**config.mk**
```make
export PLATFORM = sky130hd
export DESIGN_NAME = pipe_addsub
export DESIGN_NICKNAME = d
export VERILOG_FILES = /design/src/rtl/pipe_addsub.sv
export SDC_FILE = /design/constraint.sdc
export NUM_CORES = 1
export LEC_CHECK = 0
export ABC_AREA = 1
export BUFFER_PORTS_ARGS = -buffer_cell sky130_fd_sc_hd__buf_4
export CAP_MARGIN = 20
export CORE_MARGIN = 4
export CORE_UTILIZATION = 62
export DETAILED_ROUTE_END_ITERATION = 8
export PLACE_DENSITY = 0.94
export REMOVE_ABC_BUFFERS = 1
export SYNTH_ARGS = -nofsm -noshare
export SYNTH_HDL_FRONTEND = slang
export SYNTH_SLANG_ARGS = --single-unit
```
**constraint.sdc**
```tcl
create_clock -name clk -period 16.2 [get_ports clk]
set_input_delay 4.86 -clock clk [delete_from_list [all_inputs] [get_ports clk]]
set_output_delay 4.86 -clock clk [all_outputs]
set_load 0.005 [all_outputs]
```
**src/rtl/pipe_addsub.sv**
```systemverilog
// Pipelined two's-complement adder/subtractor: WIDTH bits resolved CHUNK bits per stage,
// carry registered between stages, valid/ready with full backpressure on both sides.
module pipe_addsub #(
    parameter int unsigned WIDTH = 32,
    parameter int unsigned CHUNK = 8
) (
    input  logic             clk,
    input  logic             rst_n,
    input  logic             in_valid,
    output logic             in_ready,
    input  logic [WIDTH-1:0] in_a,
    input  logic [WIDTH-1:0] in_b,
    input  logic             in_ci,
    input  logic             in_sub,
    output logic             out_valid,
    input  logic             out_ready,
    output logic [WIDTH-1:0] out_s,
    output logic             out_co,
    output logic             out_ovf
);
    localparam int unsigned CHUNK_NZ = (CHUNK == 0) ? 1 : CHUNK;
    localparam int unsigned STAGES   = (WIDTH / CHUNK_NZ == 0) ? 1 : WIDTH / CHUNK_NZ;

    if (CHUNK == 0 || WIDTH < CHUNK || (WIDTH % CHUNK_NZ) != 0) begin : g_bad_param
        $error("pipe_addsub: WIDTH must be a non-zero multiple of CHUNK");
    end

    logic [STAGES-1:0] v_q, rdy, up_v;
    logic [STAGES-1:0] c_q, c_d;
    logic [WIDTH-1:0]  a_q [STAGES];
    logic [WIDTH-1:0]  b_q [STAGES];
    logic [WIDTH-1:0]  s_q [STAGES];
    logic [WIDTH-1:0]  a_d [STAGES];
    logic [WIDTH-1:0]  b_d [STAGES];
    logic [WIDTH-1:0]  s_d [STAGES];
    logic              ovf_q, ovf_d;

    always_comb begin : comb_stages
        logic             r, c, c_top;
        logic [WIDTH-1:0] pa, pb, ps;
        int unsigned      j;
        int               pos;

        // A stage can load when it is empty or everything downstream can move.
        r = out_ready;
        for (int k = int'(STAGES) - 1; k >= 0; k--) begin
            r      = r | ~v_q[k];
            rdy[k] = r;
        end
        in_ready = rdy[0] & rst_n;

        c_top = 1'b0;
        for (int k = 0; k < int'(STAGES); k++) begin
            j = (k == 0) ? 0 : k - 1;
            if (k == 0) begin
                pa      = in_a;
                pb      = in_b ^ {WIDTH{in_sub}};
                ps      = '0;
                c       = in_ci ^ in_sub;
                up_v[k] = in_valid & in_ready;
            end else begin
                pa      = a_q[j];
                pb      = b_q[j];
                ps      = s_q[j];
                c       = c_q[j];
                up_v[k] = v_q[j];
            end
            for (int i = 0; i < int'(CHUNK); i++) begin
                pos = k * int'(CHUNK) + i;
                if (pos == int'(WIDTH) - 1) c_top = c;
                ps[pos] = pa[pos] ^ pb[pos] ^ c;
                c       = (pa[pos] & pb[pos]) | (c & (pa[pos] ^ pb[pos]));
            end
            a_d[k] = pa;
            b_d[k] = pb;
            s_d[k] = ps;
            c_d[k] = c;
        end
        ovf_d = c_top ^ c_d[STAGES-1];
    end

    always_ff @(posedge clk) begin
        if (!rst_n) begin
            v_q   <= '0;
            c_q   <= '0;
            ovf_q <= 1'b0;
            for (int k = 0; k < int'(STAGES); k++) begin
                a_q[k] <= '0;
                b_q[k] <= '0;
                s_q[k] <= '0;
            end
        end else begin
            for (int k = 0; k < int'(STAGES); k++) begin
                if (rdy[k]) begin
                    v_q[k] <= up_v[k];
                    if (up_v[k]) begin
                        a_q[k] <= a_d[k];
                        b_q[k] <= b_d[k];
                        s_q[k] <= s_d[k];
                        c_q[k] <= c_d[k];
                    end
                end
            end
            if (rdy[STAGES-1] && up_v[STAGES-1]) ovf_q <= ovf_d;
        end
    end

    assign out_valid = v_q[STAGES-1];
    assign out_s     = s_q[STAGES-1];
    assign out_co    = c_q[STAGES-1];
    assign out_ovf   = ovf_q;

endmodule
```
==> impl_metrics.json <==
{
  "status": "finished, final reports clean",
  "io-pin-count": 106,
  "cp-end-kind": "output port",
  "critPathLaunch": "out_ready",
  "hold_viol": 0,
  "worst-r2r-setup-slack_ns": 12.20,
  "synth_top_area_share_pct": 65.9,
  "grt_max_degree": 60,
  "power_switching_mw": 0.229,
  "area_growth_pct": 18.4,
  "fp.coreArea_sq_um": 12600,
  "hp-class": "flop to flop",
  "crit_end": "in_ready",
  "grt_usage_pct": 21.4,
  "route.detailed.drc": 0,
  "cp_max_fo": 5,
  "ys_seq_area_share_pct": 68.2,
  "dp_hpwl_um": 9340,
  "final_antenna_net_count": 0,
  "dp.cells": 909,
  "yosysTopAreaCell": "edfxtp_1",
  "n_antenna_cell": 0,
  "root_buffer": "clkbuf_16",
  "crit_type": "input port to output port",
  "p_clk_share_pct": 36.3,
  "ys_warn_count": 0,
  "nNetsFinal": 859,
  "synthFlopType": "edfxtp_1",
  "setup_tns_ns": 0,
  "startpoint_type": "input port",
  "power_density_nw_per_um2": 108,
  "fin_ws_ns": 5.70,
  "ctsResizeCount": 0,
  "first_global_vias": 4807,
  "die_x_um": 122,
  "cts_tree": "done",
  "rr_endpoint": "s_q[0][47]$_SDFFCE_PN0P_",
  "viasPerCell": 4.89,
  "grt_pass1_wl_um": 23700,
  "synth_commonest_cells": "nor2_1, edfxtp_1, inv_1, fa_1, xnor2_1",
  "fin_area_sq_um": 9490,
  "r2r_start": "a_q[0][8]$_SDFFCE_PN0P_",
  "synth-edff-count": 176,
  "pwr-share-comb_pct": 8.9,
  "async_flop_share_pct": 0,
  "wirelength_um": 14800,
  "post_layout_nonfiller_instances": 942,
  "intPower_mw": 0.800,
  "drv_cap": 0,
  "slew_headroom_pct": 33.0,
  "finalSetupViolCount": 0,
  "irDropWorstVdd_mv": 0.0576,
  "total_power_mw": 1.03,
  "finalMaxSlewViolations": 0,
  "synth_most_common_cell": "nor2_1",
  "worst_slew_pin_slew_ns": 1.00,
  "clk_latency_ns": 0.43,
  "dp_slack_ns": 5.72,
  "die_area_sq_um": 14800,
  "netlist_top_cells_area": "edfxtp_1, nor2_1, inv_1, fa_1, xnor2_1",
  "port_buffers": 105,
  "fmax_mhz": 95.2,
  "p_leak_nw": 4.10,
  "final_util_pct": 75.2,
  "overflow": 0,
  "start_util_pct": 63.5,
  "antenna_found_initial": 0,
  "num_rows": 41,
  "r2r_cells": 12,
  "fin_crit_ns": 10.50,
  "netlist_instances": 652,
  "fin_hold_ws_ns": 0.472,
  "die_h_um": 122,
  "tritoncts_num_sinks": 185,
  "ctsHoldBuffers": 0,
  "clock_skew_ns": 0.00927,
  "synth.distinct_cells": 19,
  "clk_pin_slew_ns": 0.07,
  "rsz0062_at_grt": "no",
  "synth_seq_cells": 185,
  "drt-initial-drc-count": 453,
  "seq_power_share_pct": 54.8,
  "required_ns": 11.34,
  "syn-cell-area_sq_um": 8020,
  "vias": 4606,
  "syn_avg_cell_area_sq_um": 12.3,
  "critPathArrivalTime_ns": 5.64,
  "dpl_cell_area_sq_um": 8940,
  "drive_gt1_share_pct": 19.0,
  "wl_per_cell_um": 15.7,
  "cts_setup_buffers": 0,
  "sw_frac_of_total_pct": 22.3,
  "cts_buffer_depth": 2,
  "gp_congestion": 0.815,
  "cts_buffers": 17,
  "drtPass1Iterations": 5,
  "h-tree-depth": 4,
  "finalCritPeriodShare_pct": 64.8
}
## power by group through the flow
stage | sequential [mW] | combinational [mW] | clock [mW]
after floorplan | 0.572 | 0.0467 | 0
after global placement | 0.572 | 0.0785 | 0
after detailed placement | 0.574 | 0.0860 | 0
after CTS | 0.565 | 0.0910 | 0.375
after global routing | 0.567 | 0.102 | 0.398
final | 0.564 | 0.0915 | 0.374
## layout by cell type, fill, tap and decap left out, types with 2 or more instances in the layout
cell type / netlist / routed
edfxtp_1: 176 / 176
a21oi_1: 4 / 4
dfxtp_1: 9 / 9
fa_1: 32 / 32
xor2_1: 2 / 2
nand3_2: 3 / 3
buf_12: 0 / 2
o22ai_1: 3 / 3
inv_1: 175 / 175
clkinv_2: 0 / 4
buf_4: 6 / 107
clkbuf_16: 0 / 17
nor2_1: 177 / 177
clkbuf_1: 0 / 4
xnor2_1: 32 / 32
clkinvlp_4: 0 / 3
clkbuf_8: 0 / 3
nand3_1: 4 / 4
nand2_1: 7 / 4
nand2_2: 0 / 3
## state kept, by name (all words and copies together) (netlist names)
name     flops
s_q         80
a_q         48
b_q         48
c_q          4
v_q          4
out_ovf      1
## final cells by class
cell class | instances | area (sq um)
Sequential cell | 185 | 5470
Fill cell | 719 | 3130
Multi-Input combinational cell | 269 | 1780
Timing Repair Buffer | 109 | 843
Inverter | 175 | 657
Clock buffer | 24 | 482
Tap cell | 172 | 215
Clock inverter | 8 | 51.3
## worst min-delay path by stage
| stage | from | to | slack (ns) | depth (start not counted) |
|---|---|---|---|---|
| 6_report | c_q[3]$_SDFFE_PN0P_ | c_q[3]$_SDFFE_PN0P_ | 0.47 | 2 |
| 3_3_place_gp | out_ovf$_SDFFE_PN0P_ | out_ovf$_SDFFE_PN0P_ | 0.46 | 2 |
| 5_1_grt | c_q[3]$_SDFFE_PN0P_ | c_q[3]$_SDFFE_PN0P_ | 0.51 | 2 |
| 2_1_floorplan | c_q[1]$_SDFFE_PN0P_ | c_q[1]$_SDFFE_PN0P_ | 0.45 | 2 |
| 3_5_place_dp | out_ovf$_SDFFE_PN0P_ | out_ovf$_SDFFE_PN0P_ | 0.46 | 2 |
| 4_1_cts | c_q[3]$_SDFFE_PN0P_ | c_q[3]$_SDFFE_PN0P_ | 0.47 | 2 |
## layer usage
| metal | up-vias | track usage (%) | share of wire [%] |
|---|---|---|---|
| met1 | 2159 | 25.4 | 37 |
| met3 | 45 | 4.27 | 6.3 |
| li1 | 2185 | - | - |
| met2 | 217 | 37.0 | 53 |
| met5 | - | 0 | 0 |
| met4 | 0 | 11.4 | 3.7 |
## worst max-delay path: stages
cell and delay (ns):
buf_4 0.12, nor2_4 0.18, nand4_2 0.18, inv_1 0.12, nor2_1 0.05, buf_4 0.13
## cell families (layout without fill, tap and decap cells)
family	after synthesis	count (layout)	share of synthesized area (%)
buf+inv	198	316	9.90
fa+ha+maj	32	32	7.99
compound gates	9	9	0.609
simple gates	194	194	9.61
xor+xnor	34	34	3.71
flops	185	185	68.2
Power figures use the tool's default switching activity.
